===== src/rtl/irq_ctrl_pkg.sv =====
// Shared definitions for the irq_ctrl interrupt controller: register map,
// VECTOR layout, default sizing and the priority-encoder helper.
package irq_ctrl_pkg;

  localparam logic [1:0] REG_STATUS = 2'd0;
  localparam logic [1:0] REG_ENABLE = 2'd1;
  localparam logic [1:0] REG_EDGE   = 2'd2;
  localparam logic [1:0] REG_VECTOR = 2'd3;

  localparam int VEC_NONE_BIT    = 7;
  localparam int NSRC_DEF        = 8;
  localparam int SYNC_STAGES_DEF = 2;

  // Lowest-numbered pending bit wins; with nothing pending only the none
  // bit is set and the index field stays 0.
  function automatic logic [7:0] vector_of(input logic [7:0] pend);
    logic [7:0] v;
    v = 8'h00;
    v[VEC_NONE_BIT] = 1'b1;
    for (int i = 7; i >= 0; i--) begin
      if (pend[i]) begin
        v = {1'b0, 4'b0000, i[2:0]};
      end else begin
        v = v;
      end
    end
    return v;
  endfunction

endpackage


===== src/rtl/irq_ctrl_if.sv =====
// CPU-side register bus of the interrupt controller (page 3x decode).
interface irq_ctrl_if;
  logic       cs;
  logic       we;
  logic [1:0] rs;
  logic [7:0] din;
  logic [7:0] dout;

  modport master (output cs, output we, output rs, output din, input dout);
  modport slave  (input cs, input we, input rs, input din, output dout);
endinterface


===== src/rtl/irq_sync_edge.sv =====
// One interrupt source: synchroniser, previous-sample flop and edge latch.
// The level path reports the previous sample so that level and edge sources
// reach ACTIVE at the same posedge after the input rises.
module irq_sync_edge #(
  parameter int SYNC_STAGES = 2
) (
  input  logic clk,
  input  logic reset,
  input  logic src,
  input  logic edge_mode,
  input  logic mode_clr,
  input  logic set_sw,
  input  logic clr_w1c,
  output logic active
);

  logic [SYNC_STAGES-1:0] sync_r;
  logic                   prev_r;
  logic                   latch_r;
  logic                   rise_s;

  assign rise_s = sync_r[SYNC_STAGES-1] & ~prev_r;

  // Synchronise the asynchronous request and keep last cycle's sample.
  always_ff @(posedge clk) begin
    if (!reset) begin
      sync_r <= {SYNC_STAGES{1'b0}};
      prev_r <= 1'b0;
    end else begin
      sync_r <= {sync_r[SYNC_STAGES-2:0], src};
      prev_r <= sync_r[SYNC_STAGES-1];
    end
  end

  // Edge latch: switching to level mode clears it, set beats W1C clear.
  always_ff @(posedge clk) begin
    if (!reset) begin
      latch_r <= 1'b0;
    end else if (mode_clr) begin
      latch_r <= 1'b0;
    end else if (edge_mode) begin
      latch_r <= (latch_r & ~clr_w1c) | rise_s | set_sw;
    end else begin
      latch_r <= 1'b0;
    end
  end

  assign active = edge_mode ? latch_r : prev_r;

endmodule


===== src/rtl/irq_ctrl.sv =====
// Priority interrupt controller: register file, per-source sync/latch,
// priority-encoded VECTOR, registered read data and registered IRQ.
module irq_ctrl
  import irq_ctrl_pkg::*;
#(
  parameter int NSRC        = NSRC_DEF,
  parameter int SYNC_STAGES = SYNC_STAGES_DEF
) (
  input  logic            clk,
  input  logic            reset,
  irq_ctrl_if.slave       bus,
  input  logic [NSRC-1:0] irq_src,
  output logic            irq
);

  logic [NSRC-1:0] enable_r;
  logic [NSRC-1:0] edge_r;
  logic [NSRC-1:0] active_s;
  logic [NSRC-1:0] din_s;
  logic            wr_s;
  logic            wr_status_s;
  logic            wr_enable_s;
  logic            wr_edge_s;
  logic            wr_vector_s;
  logic [7:0]      pend8_s;
  logic [7:0]      enable8_s;
  logic [7:0]      edge8_s;
  logic [7:0]      rdata_s;
  logic [7:0]      dout_r;
  logic            irq_r;

  assign din_s       = bus.din[NSRC-1:0];
  assign wr_s        = bus.cs & bus.we;
  assign wr_status_s = wr_s & (bus.rs == REG_STATUS);
  assign wr_enable_s = wr_s & (bus.rs == REG_ENABLE);
  assign wr_edge_s   = wr_s & (bus.rs == REG_EDGE);
  assign wr_vector_s = wr_s & (bus.rs == REG_VECTOR);

  for (genvar g = 0; g < NSRC; g++) begin : g_src
    irq_sync_edge #(.SYNC_STAGES(SYNC_STAGES)) u_src (
      .clk       (clk),
      .reset     (reset),
      .src       (irq_src[g]),
      .edge_mode (edge_r[g]),
      .mode_clr  (wr_edge_s & ~din_s[g]),
      .set_sw    (wr_vector_s & din_s[g]),
      .clr_w1c   (wr_status_s & din_s[g]),
      .active    (active_s[g])
    );
  end

  // ENABLE and EDGE registers; reset wins over a same-cycle write.
  always_ff @(posedge clk) begin
    if (!reset) begin
      enable_r <= {NSRC{1'b0}};
      edge_r   <= {NSRC{1'b0}};
    end else begin
      if (wr_enable_s) begin
        enable_r <= din_s;
      end
      if (wr_edge_s) begin
        edge_r <= din_s;
      end
    end
  end

  // Widen per-source state to 8 bits; unimplemented bits read as 0.
  always_comb begin
    pend8_s   = 8'h00;
    enable8_s = 8'h00;
    edge8_s   = 8'h00;
    for (int i = 0; i < NSRC; i++) begin
      pend8_s[i]   = active_s[i] & enable_r[i];
      enable8_s[i] = enable_r[i];
      edge8_s[i]   = edge_r[i];
    end
  end

  // Read mux selected by rs, independent of cs.
  always_comb begin
    rdata_s = 8'h00;
    case (bus.rs)
      REG_STATUS: rdata_s = pend8_s;
      REG_ENABLE: rdata_s = enable8_s;
      REG_EDGE:   rdata_s = edge8_s;
      REG_VECTOR: rdata_s = vector_of(pend8_s);
      default:    rdata_s = 8'h00;
    endcase
  end

  // Registered read data and IRQ line.
  always_ff @(posedge clk) begin
    if (!reset) begin
      dout_r <= 8'h00;
      irq_r  <= 1'b0;
    end else begin
      dout_r <= rdata_s;
      irq_r  <= |pend8_s;
    end
  end

  assign bus.dout = dout_r;
  assign irq      = irq_r;

endmodule


===== src/flat_wrapper.sv =====
// flat-port wrapper written by rule: the top's interface ports become plain ports
module irq_ctrl_flat import irq_ctrl_pkg::*;
#(
  parameter int NSRC        = NSRC_DEF,
  parameter int SYNC_STAGES = SYNC_STAGES_DEF
)
  (clk, reset, irq_src, irq, bus_cs, bus_we, bus_rs, bus_din, bus_dout);
  irq_ctrl_if bus_i ();
  input  logic clk;
  input  logic reset;
  input  logic [NSRC-1:0] irq_src;
  output logic irq;
  input wire logic [$bits(bus_i.cs)-1:0] bus_cs;
  input wire logic [$bits(bus_i.we)-1:0] bus_we;
  input wire logic [$bits(bus_i.rs)-1:0] bus_rs;
  input wire logic [$bits(bus_i.din)-1:0] bus_din;
  output wire logic [$bits(bus_i.dout)-1:0] bus_dout;
  assign bus_i.cs = bus_cs;
  assign bus_i.we = bus_we;
  assign bus_i.rs = bus_rs;
  assign bus_i.din = bus_din;
  assign bus_dout = bus_i.dout;
  irq_ctrl #(.NSRC(NSRC), .SYNC_STAGES(SYNC_STAGES)) u_core (.clk(clk), .reset(reset), .bus(bus_i), .irq_src(irq_src), .irq(irq));
endmodule

===== config.mk =====
export PLATFORM = sky130hd
export DESIGN_NAME = irq_ctrl_flat
export DESIGN_NICKNAME = d
export VERILOG_FILES = /design/src/rtl/irq_ctrl_pkg.sv /design/src/rtl/irq_ctrl_if.sv /design/src/rtl/irq_sync_edge.sv /design/src/rtl/irq_ctrl.sv /design/src/flat_wrapper.sv
export SDC_FILE = /design/constraint.sdc
export NUM_CORES = 1
export LEC_CHECK = 0
export BUFFER_PORTS_ARGS = -buffer_cell sky130_fd_sc_hd__clkbuf_2
export CAP_MARGIN = 20
export CELL_PAD_IN_SITES_DETAIL_PLACEMENT = 0
export CELL_PAD_IN_SITES_GLOBAL_PLACEMENT = 1
export CORE_UTILIZATION = 45
export DETAILED_ROUTE_END_ITERATION = 8
export MAX_ROUTING_LAYER = met4
export PLACE_DENSITY_LB_ADDON = 0.1
export SETUP_SLACK_MARGIN = 0.1
export SLEW_MARGIN = 20
export SYNTH_ARGS = -nofsm -noshare
export SYNTH_HDL_FRONTEND = slang
export SYNTH_HIERARCHICAL = 1
export SYNTH_SLANG_ARGS = --single-unit

===== constraint.sdc =====
create_clock -name clk -period 2.6 [get_ports clk]
set_input_delay 0.39 -clock clk [delete_from_list [all_inputs] [get_ports clk]]
set_output_delay 0.39 -clock clk [all_outputs]
set_load 0.1 [all_outputs]

==> metrics.txt, run 1 <==
diode count 0; Crit Path Class register to register; CTS Buffer Depth 2; post-synth net total 292; Die H 75.7 um; Placer Congestion 0.911; Crit path largest cell delay 0.39 ns; design area 0.00288 mm^2; I/O pin total 31; Seq/Total Area, Yosys 0.466; Synth area leader dfxtp_1; CTS sink count 57; ANT nets after route 0; Post-synth EDFFs 0; Max Freq 579 MHz; Synth Flop Type dfxtp_1; critical-path cell list mux2_4, a22o_1, o21bai_1, a221oi_1, nor2_1; clock share of power 0.449; CP endpoint u_core/bus.dout[1]; number of DRC markers in iteration 0 121; Port Buffers 30; Die Wd 75.7 um; yosys warns 6; cts hold-fix bufs 0; Pwr Density 658 mW/mm^2; Netlist cell types 35; cell count after synthesis 270; RSZ-0062 raised after global routing no; Synth area leaders dfxtp_1, and2_1, nand2_1, mux2_4, nand2b_1; Critical Path Source Type register; placed instance area 0.00268 mm^2; Area growth, synth to finish 17.8%; status completed; Worst Reg-to-Reg Cells 5; Crit Path Max Fanout 4; final hold vios 0; reg2reg start u_core/edge8_s[2]; Max VDD drop 0.000294 V; drt wl/cell 13.7 um; initial antenna violation count 0; Starting Density 0.473; final core occ 0.557; CP endpoint kind register; CP max-delay cell dfxtp_1; Syn Area/Cell 9.06 um^2; Post-Route WL 5240 um; vias in the first global route 1699; # Post-CTS Setup Buffers 0; worst hold slack 0.258 ns; Setup Skew 0.00588 ns; post-route minimum period 1.73 ns; drt drc 0; Async S/R FF share, synth 0; Buf/Inv on CP 0; Worst Setup SP u_core/edge8_s[2]; worst slew pin tran 0.888 ns; HPWL Detailed 3490 um; power share of the sequential group 0.479; Tcrit/Tclk final 0.664; Critical Path AT 1.94 ns; hold path depth 2; sw power 0.429 mW; HP Class input port to register; Setup TNS 0 ns; leakage power 1.10 nW; Yosys reg bits 57; internal power 1.47 mW; clock root buffer clkbuf_8; htree depth 3; worst skew pair latency 0.33 ns; first-pass GRT wire length 8380 um; max-slew violations 0; CTS tree yes; RR Endpoint u_core/bus.dout[1]; largest net degree at the start of global routing 58; slew margin rel. 0.408; reg2reg setup slack 0.87 ns; CTS-repair resized insts 0; critical path depth in cells 5; area of the mapped netlist 0.00245 mm^2; combinational fraction of design power 0.072; Critical Path RT 2.81 ns; Final #Nets 330; routed via count 1925; CORE AREA 0.00517 mm^2; Total Routing Usage GR 0.210; Die ar. 0.00574 mm^2; fraction of layout cells with a size suffix above 1 0.192; drt pass-1 iters 4; Final setup viols 0; Num CTS Buffers 9; critical path's top delay family compound AO/OA/AOI/OAI gates; row cnt 26; max_cap viols 0; Via-to-Cell Ratio 5.03; switch share 0.226; total gr overflow 0; post-synth top area share 0.466; Reg clk slew, reported paths 0.06 ns
## layout make-up
type | count | area, um^2
Clock buffer | 14 | 173
Clock inverter | 2 | 35.0
Fill cell | 483 | 2290
Inverter | 12 | 45.0
Multi-Input combinational cell | 196 | 1240
Sequential cell | 57 | 1140
Tap cell | 70 | 87.6
Timing Repair Buffer | 32 | 165
## layer usage
metal / GRT usage / up-vias / share of wire
met2: 0.291 / 49 / 0.43
met1: 0.286 / 880 / 0.51
met4: 0.111 / 0 / 0.022
li1: - / 986 / -
met3: 0.0437 / 10 / 0.043
met5: - / - / 0
## cells in the mapped netlist (2+ instances only)
master,count
a21boi_0,11
a21boi_1,9
a21oi_1,5
a221oi_1,3
a22o_1,3
a31oi_1,9
and2_1,41
buf_2,2
clkbuf_1,2
dfxtp_1,57
inv_1,11
mux2_4,8
nand2_1,43
nand2b_1,17
nand3b_1,8
nor2_1,14
nor2b_1,3
nor3b_1,2
o211ai_1,5
o21ai_0,2
## worst min-delay path by stage
| stage | startpoint | to |
|---|---|---|
| after floorplan | u_core/g_src[0].u_src/sync_r[0] | u_core/g_src[0].u_src/sync_r[1] |
| after global placement | u_core/g_src[7].u_src/sync_r[0] | u_core/g_src[7].u_src/sync_r[1] |
| after detailed placement | u_core/g_src[0].u_src/sync_r[0] | u_core/g_src[0].u_src/sync_r[1] |
| after CTS | irq_src[4] | u_core/g_src[4].u_src/sync_r[0] |
| after global routing | irq_src[0] | u_core/g_src[0].u_src/sync_r[0] |
| final | irq_src[5] | u_core/g_src[5].u_src/sync_r[0] |
## logic make-up after synthesis
logic type / count (synthesis) / synth area share
buffers and inverters: 17 / 0.0286
and+or+nand+nor: 136 / 0.303
muxes: 8 / 0.0491
DFF: 57 / 0.466
AOI/OAI and AO/OA: 52 / 0.153
## per-stage QoR
step	std cells	total power [mW]	setup slack, ns
3_3_place_gp	367	1.07	0.745
5_1_grt	383	1.98	0.729
4_1_cts	383	1.92	0.914
2_1_floorplan	270	1.01	1.09
3_5_place_dp	367	1.07	0.667
6_report	383	1.90	0.873
## cells in the final DEF (no fill, tap or decap), types with 2 or more instances in the layout
cell type	Yosys	layout
nand2_1	43	43
nand2b_1	17	17
clkbuf_2	0	30
o211ai_1	5	5
o21ai_0	2	2
mux2_4	8	8
clkbuf_8	0	12
nor2b_1	3	3
a21boi_0	11	11
a31oi_1	9	9
a221oi_1	3	3
buf_4	1	2
and2_1	41	41
nor2_1	14	14
nor3b_1	2	2
a21boi_1	9	9
clkbuf_1	2	2
inv_1	11	11
a21oi_1	5	5
nand3b_1	8	8
dfxtp_1	57	57
a22o_1	3	3
## power groups by stage
stage                     Clock, mW  Combinational, mW  Sequential, mW
final                         0.852              0.137           0.909
after global routing          0.921              0.150           0.911
after detailed placement          0              0.138           0.928
after floorplan                   0             0.0660           0.949
after global placement            0              0.138           0.928
after CTS                     0.871              0.138           0.909
## state kept, by name, summed over array words and instances (netlist names)
signal and cells:
u_core/bus.dout 8, u_core/edge8_s 8, u_core/enable8_s 8, u_core/g_src.u_src/latch_r 8, u_core/g_src.u_src/prev_r 8, u_core/g_src.u_src/sync_r 16, u_core/irq 1
(Power assumes the default switching activity.)
==> run 2, diff against run 1 <==
Settings changed: CORE_UTILIZATION 45 to 39.
Clock period 2.6 ns to 1.4 ns, I/O delays scaled along.
==> run 2 against run 1 <==
Net effect:
- the run now ends with negative setup slack left
- sequential share of layout area decreased by 3.8 points
- register-to-register slack got worse by 0.97 ns
- hold slack got worse by 0.17 ns
- clock-buffer cell count decreased by 3
- wire length increased by 4.8%
- total power increased by 79%
- first-iteration DRC count increased by 6.6%
- setup slack got worse by 0.97 ns
- die area increased by 15%
- clock power increased by 64%
- critical path depth unchanged
- highest routed layer unchanged
==> metrics.txt, run 2 (synthesis results as in run 1) <==
critical path's top delay family simple AND/OR/NAND/NOR gates; Max VDD drop 0.000757 V (+160%); Crit Path Class register to register; max_cap viols 0 (unchanged); CTS sink count 57 (unchanged); Post-Layout Cell Count 415 (+8.4%); largest reg by FF count u_core/g_src.u_src/sync_r; Tcrit/Tclk final 1.07 (+0.402); CTS tree yes; Die Wd 81.2 um (+7.2%); Setup Skew 0.00525 ns (-0.000638 ns); drt wl/cell 13.2 um (-3.3%); number of DRC markers in iteration 0 129 (+6.6%); initial antenna violation count 0 (unchanged); Reg clk slew, reported paths 0.06 ns (about the same); status finished, violations left; Final Power 3.41 mW (+79%); slew margin rel. 0.768 (+0.360); Setup TNS -0.246 ns (-0.246 ns); worst hold slack 0.0839 ns (-0.174 ns); I/O pin total 31 (unchanged); leakage power 1.28 nW (+17%); worst skew pair latency 0.33 ns (about the same); Via-to-Cell Ratio 4.81 (-4.3%); violated checks negative setup slack; HPWL Detailed 3810 um (+9.1%); final hold vios 0 (unchanged); Starting Density 0.409 (-0.0646); commonest non-fill, non-tap cell in the layout dfxtp_1; Port Buffers 30 (unchanged); total gr overflow 0 (unchanged); CTS Buffer Depth 2 (unchanged); critical-path cell list mux2_4, a22o_4, nor3_4, a221oi_2, nor3b_2; Area growth, synth to finish 31.1%; Crit Path Max Fanout 2 (-2); placed instance area 0.00294 mm^2 (+9.9%); CORE AREA 0.00599 mm^2 (+16%); Die H 81.2 um (+7.2%); Worst Reg-to-Reg Cells 5 (unchanged); Pwr Density 1060 mW/mm^2 (+61%); row cnt 28 (+7.7%); Critical Path AT 1.75 ns (-0.19 ns); Crit path largest cell delay 0.33 ns (-0.06 ns); vias in the first global route 1960 (+15%); first-pass GRT wire length 9270 um (+11%); CP max-delay cell dfxtp_2; diode count 0 (unchanged); design area 0.00321 mm^2 (+11%); commonest cells after routing, fill and taps aside dfxtp_1, nand2_1, and2_1; Die ar. 0.00660 mm^2 (+15%); fin worst setup slack -0.0930 ns (-0.966 ns); Critical Path RT 1.65 ns (-1.16 ns); drt pass-1 iters 4 (unchanged); worst slew pin tran 0.347 ns (-0.541 ns); Final setup viols 5 (+5); ANT nets after route 0 (unchanged); Placer Congestion 0.763 (-16%); number of fillers in the final layout 567 (+17%); fraction of layout cells with a size suffix above 1 0.306 (+0.114); Placed Cells 399 (+8.7%); critical path depth in cells 5 (unchanged); RSZ-0062 raised after global routing yes; largest net degree at the start of global routing 58 (unchanged); Final #Nets 358 (+8.5%); Post-Route WL 5490 um (+4.8%); max-slew violations 0 (unchanged); Num CTS Buffers 9 (unchanged); HP Class input port to register; CP endpoint kind register; routed via count 1997 (+3.7%); hold path depth 2 (unchanged); Total Routing Usage GR 0.197 (-0.0140); htree depth 3 (unchanged); post-route minimum period 1.49 ns (-0.234 ns); clock root buffer clkbuf_8; Max Freq 670 MHz (+16%); Buf/Inv on CP 0 (unchanged); max reg flops 16 (unchanged); Critical Path Source Type register; drt drc 0 (unchanged)
## run 2: changes by cell type in the layout (fill, tap and decap cells not counted), moves of 5 or more
cell,before,now
buf_4,2,27
clkbuf_2,30,21
clkbuf_4,0,9
dfxtp_1,57,52
dfxtp_2,0,5
## run 2: per-stage QoR
step                utilization  worst slack [ns]
floorplan                     -           -0.0204
global route              0.536            -0.167
CTS                       0.529           -0.0722
finish                    0.536           -0.0930
detailed placement        0.491            -0.123
global placement          0.491            -0.120
## run 2: worst paths after layout
kind / start / end / slack [ns]
worst max-delay path: u_core/edge8_s[0] / u_core/bus.dout[7] / -0.09
worst min-delay path: irq_src[3] / u_core/g_src[3].u_src/sync_r[0] / 0.08
worst max register to register: u_core/edge8_s[0] / u_core/bus.dout[7] / -0.09
worst min register to register: u_core/g_src[7].u_src/sync_r[0] / u_core/g_src[7].u_src/sync_r[1] / 0.43
## run 2: where the power goes
part           total, mW  switching [mW]  internal, mW
sequential          1.69          0.0203          1.67
clock               1.40           0.602         0.803
combinational      0.314           0.179         0.136
total               3.41           0.801          2.61
## run 2: area by class of cell
class / count / area, um^2 / share of cell area
well taps: 75 / 93.8 / 0.0293
multi-input cells: 196 / 1320 / 0.411
inverters: 12 / 45.0 / 0.0140
repair buffers: 60 / 427 / 0.133
flip-flops and latches: 57 / 1150 / 0.358
clock inverters: 4 / 45.0 / 0.0140
clock buffers: 11 / 131 / 0.0410
## run 2: what timing repair did
item	4_1_cts	5_1_grt
hold endpoints to repair	0	0
cloned	0	0
setup endpoints to repair	14	5
gates resized for setup	13	6
pin swaps	1	4
setup buffers	0	1
hold buffers	0	0
## run 2: metal layers
metal  part of all wire  track usage
met5                  0            -
met4              0.012       0.0696
met3              0.033       0.0596
met2               0.46        0.297
met1               0.49        0.247
==> run 3, diff against run 2 <==
Settings changed: SYNTH_HIERARCHICAL 1 to not set.
==> run 3 against run 2 <==
Net effect:
- the run now ends clean
- utilization shrank 1.7 points
- clock-buffer cell count is 2 higher
- sequential power about the same
- non-clock buffer count shrank 5
- die area decreased by 0.54%
- total power is 2.1% higher
- combinational power fell by 6.7%
- register-to-register slack gained 0.17 ns
- fmax increased by 12%
==> metrics.txt, run 3 <==
combinational fraction of design power 0.084 (-0.008); Placer Congestion 0.781 (+2.4%); drt drc 0 (unchanged); post-synth top area share 0.469 (+0.00264); placed instance area 0.00281 mm^2 (-4.4%); Post-Layout Cell Count 405 (-2.4%); final hold vios 0 (unchanged); Synth area leaders dfxtp_1, nand2_1, and2_1, a21oi_1, a222oi_1; initial antenna violation count 0 (unchanged); switch share 0.238 (+0.00254); largest reg by FF count u_core.g_src.u_src.sync_r; power share of the sequential group 0.485 (-0.010); Yosys reg bits 57 (unchanged); cts hold-fix bufs 0 (unchanged); routed via count 2107 (+5.5%); Crit Path Class register to register; largest net degree at the start of global routing 36 (-38%); Async S/R FF share, synth 0 (unchanged); CTS Buffer Depth 2 (unchanged); max-slew violations 0 (unchanged); Critical Path AT 1.56 ns (-0.19 ns); drt pass-1 iters 6 (+2); clock share of power 0.431 (+0.019); I/O pin total 31 (unchanged); Critical Path RT 1.63 ns (-0.02 ns); Final Power 3.48 mW (+2.1%); commonest cells after routing, fill and taps aside dfxtp_1, nand2_1, and2_1; Netlist cell types 45 (+29%); Port Buffers 30 (unchanged); Post-Route WL 6090 um (+11%); Synth top cells by count dfxtp_1, nand2_1, and2_1; ANT nets after route 0 (unchanged); worst slew pin tran 0.513 ns (+0.165 ns); count leader, synth dfxtp_1; Placed Cells 385 (-3.5%); Tcrit/Tclk final 0.948 (-0.118); Synth Flop Type dfxtp_1; number of DRC markers in iteration 0 150 (+16%); area of the mapped netlist 0.00243 mm^2 (-0.56%); Syn Area/Cell 8.98 um^2 (-0.93%); status completed; first-pass GRT wire length 9770 um (+5.4%); yosys warns 0 (-6); row cnt 28 (unchanged); Seq/Total Area, Yosys 0.469 (+0.00264); Area growth, synth to finish 26.8%; Via-to-Cell Ratio 5.20 (+8.1%); Critical Path Source Type register; diode count 0 (unchanged); Crit Path Max Fanout 4 (+2); Die H 81.0 um (-0.27%); fraction of layout cells with a size suffix above 1 0.294 (-0.0119); slew margin rel. 0.658 (-0.110); htree depth 3 (unchanged); worst skew pair latency 0.33 ns (about the same); Setup TNS 0 ns (+0.246 ns); Reg clk slew, reported paths 0.07 ns (about the same); Setup Skew 0.00504 ns (-0.000208 ns); post-route minimum period 1.33 ns (-0.165 ns); Synth area leader dfxtp_1; Total Routing Usage GR 0.212 (+0.0153); Die ar. 0.00656 mm^2 (-0.54%); CORE AREA 0.00596 mm^2 (-0.58%); CTS tree yes; HP Class input port to register; Starting Density 0.409 (about the same); CTS sink count 57 (unchanged); internal power 2.65 mW (+1.8%); Max Freq 753 MHz (+12%); drt wl/cell 15.0 um (+14%); cell count after synthesis 271 (+0.37%); Final #Nets 347 (-3.1%); Max VDD drop 0.000884 V (+17%); HPWL Detailed 4120 um (+8.2%); design area 0.00309 mm^2 (-3.8%); vias in the first global route 1966 (+0.31%); RSZ-0062 raised after global routing yes; commonest non-fill, non-tap cell in the layout dfxtp_1; final core occ 0.518 (-0.0174); clock root buffer clkbuf_8; Final setup viols 0 (-5); max_cap viols 0 (unchanged); worst hold slack 0.0784 ns (-0.00552 ns); max reg flops 16 (unchanged); DP Worst Slack -0.00371 ns (+0.119 ns); fin worst setup slack 0.0721 ns (+0.165 ns); Die Wd 81.0 um (-0.27%); total gr overflow 0 (unchanged); sw power 0.827 mW (+3.2%); post-synth net total 293 (+0.34%); Num CTS Buffers 9 (unchanged); Post-synth EDFFs 0 (unchanged); Pwr Density 1130 mW/mm^2 (+6.2%); CP endpoint kind register; leakage power 1.28 nW (-0.14%)
run 3: changes by cell type after synthesis, sizes merged, moves of 5 or more:
cell / change
and2: -12
clkbuf: +5
nand2b: -12
nand3b: -8
a21oi: +18
o21ai: +12
a31oi: -7
a222oi: +8
a21boi: -20
run 3: area by class of cell:
cell class	instances	area [um^2]
clock buffer	13	149
fill	589	2870
timing repair buffer	55	380
tap	75	93.8
multi-input combinational	188	1220
inverter	14	52.6
clock inverter	3	40.0
sequential	57	1150
run 3: critical path, stage by stage, from the launching register on:
cell     delay (ns)
dfxtp_4        0.37
mux2_4         0.31
a22oi_4        0.20
nand2_2        0.09
o41ai_2        0.27
run 3: power groups by stage:
stage	logic [mW]	registers [mW]	clock network [mW]
2_1_floorplan	0.131	1.75	0
3_3_place_gp	0.285	1.72	0
3_5_place_dp	0.287	1.72	0
4_1_cts	0.294	1.68	1.54
5_1_grt	0.323	1.69	1.61
6_report	0.293	1.69	1.50
run 3: kinds of logic (layout without fill, tap and decap cells):
kind of cell           after synthesis  after routing  synth area share
and+or+nand+nor                    111            111             0.238
buffers and inverters               26             85            0.0447
DFF                                 57             57             0.469
AOI/OAI and AO/OA                   70             70             0.210
muxes                                7              7            0.0380
run 3: what timing repair did:
action,4_1_cts,5_1_grt
buffers inserted,4,0
gates resized for setup,12,8
endpoints found under the hold margin,0,0
setup endpoints to repair,11,7
pin swaps,7,3
run 3: final timing paths:
kind                                                      start                         endpoint  slack, ns  cells past startpoint
worst max-delay path                          u_core.edge8_s[7]               u_core.bus.dout[7]       0.07                      4
worst min-delay path                                 irq_src[3]  u_core.g_src[3].u_src.sync_r[0]       0.08                      2
worst max register to register                u_core.edge8_s[7]               u_core.bus.dout[7]       0.07                      4
worst min register to register  u_core.g_src[4].u_src.sync_r[0]  u_core.g_src[4].u_src.sync_r[1]       0.43                      1
run 3: metal layers:
layer | up-vias | GRT usage | wire length, um
met5 | - | - | 0
met4 | 0 | 0.102 | 119
met3 | 12 | 0.0404 | 399
met2 | 65 | 0.306 | 2710
met1 | 985 | 0.282 | 2860
li1 | 1045 | - | -
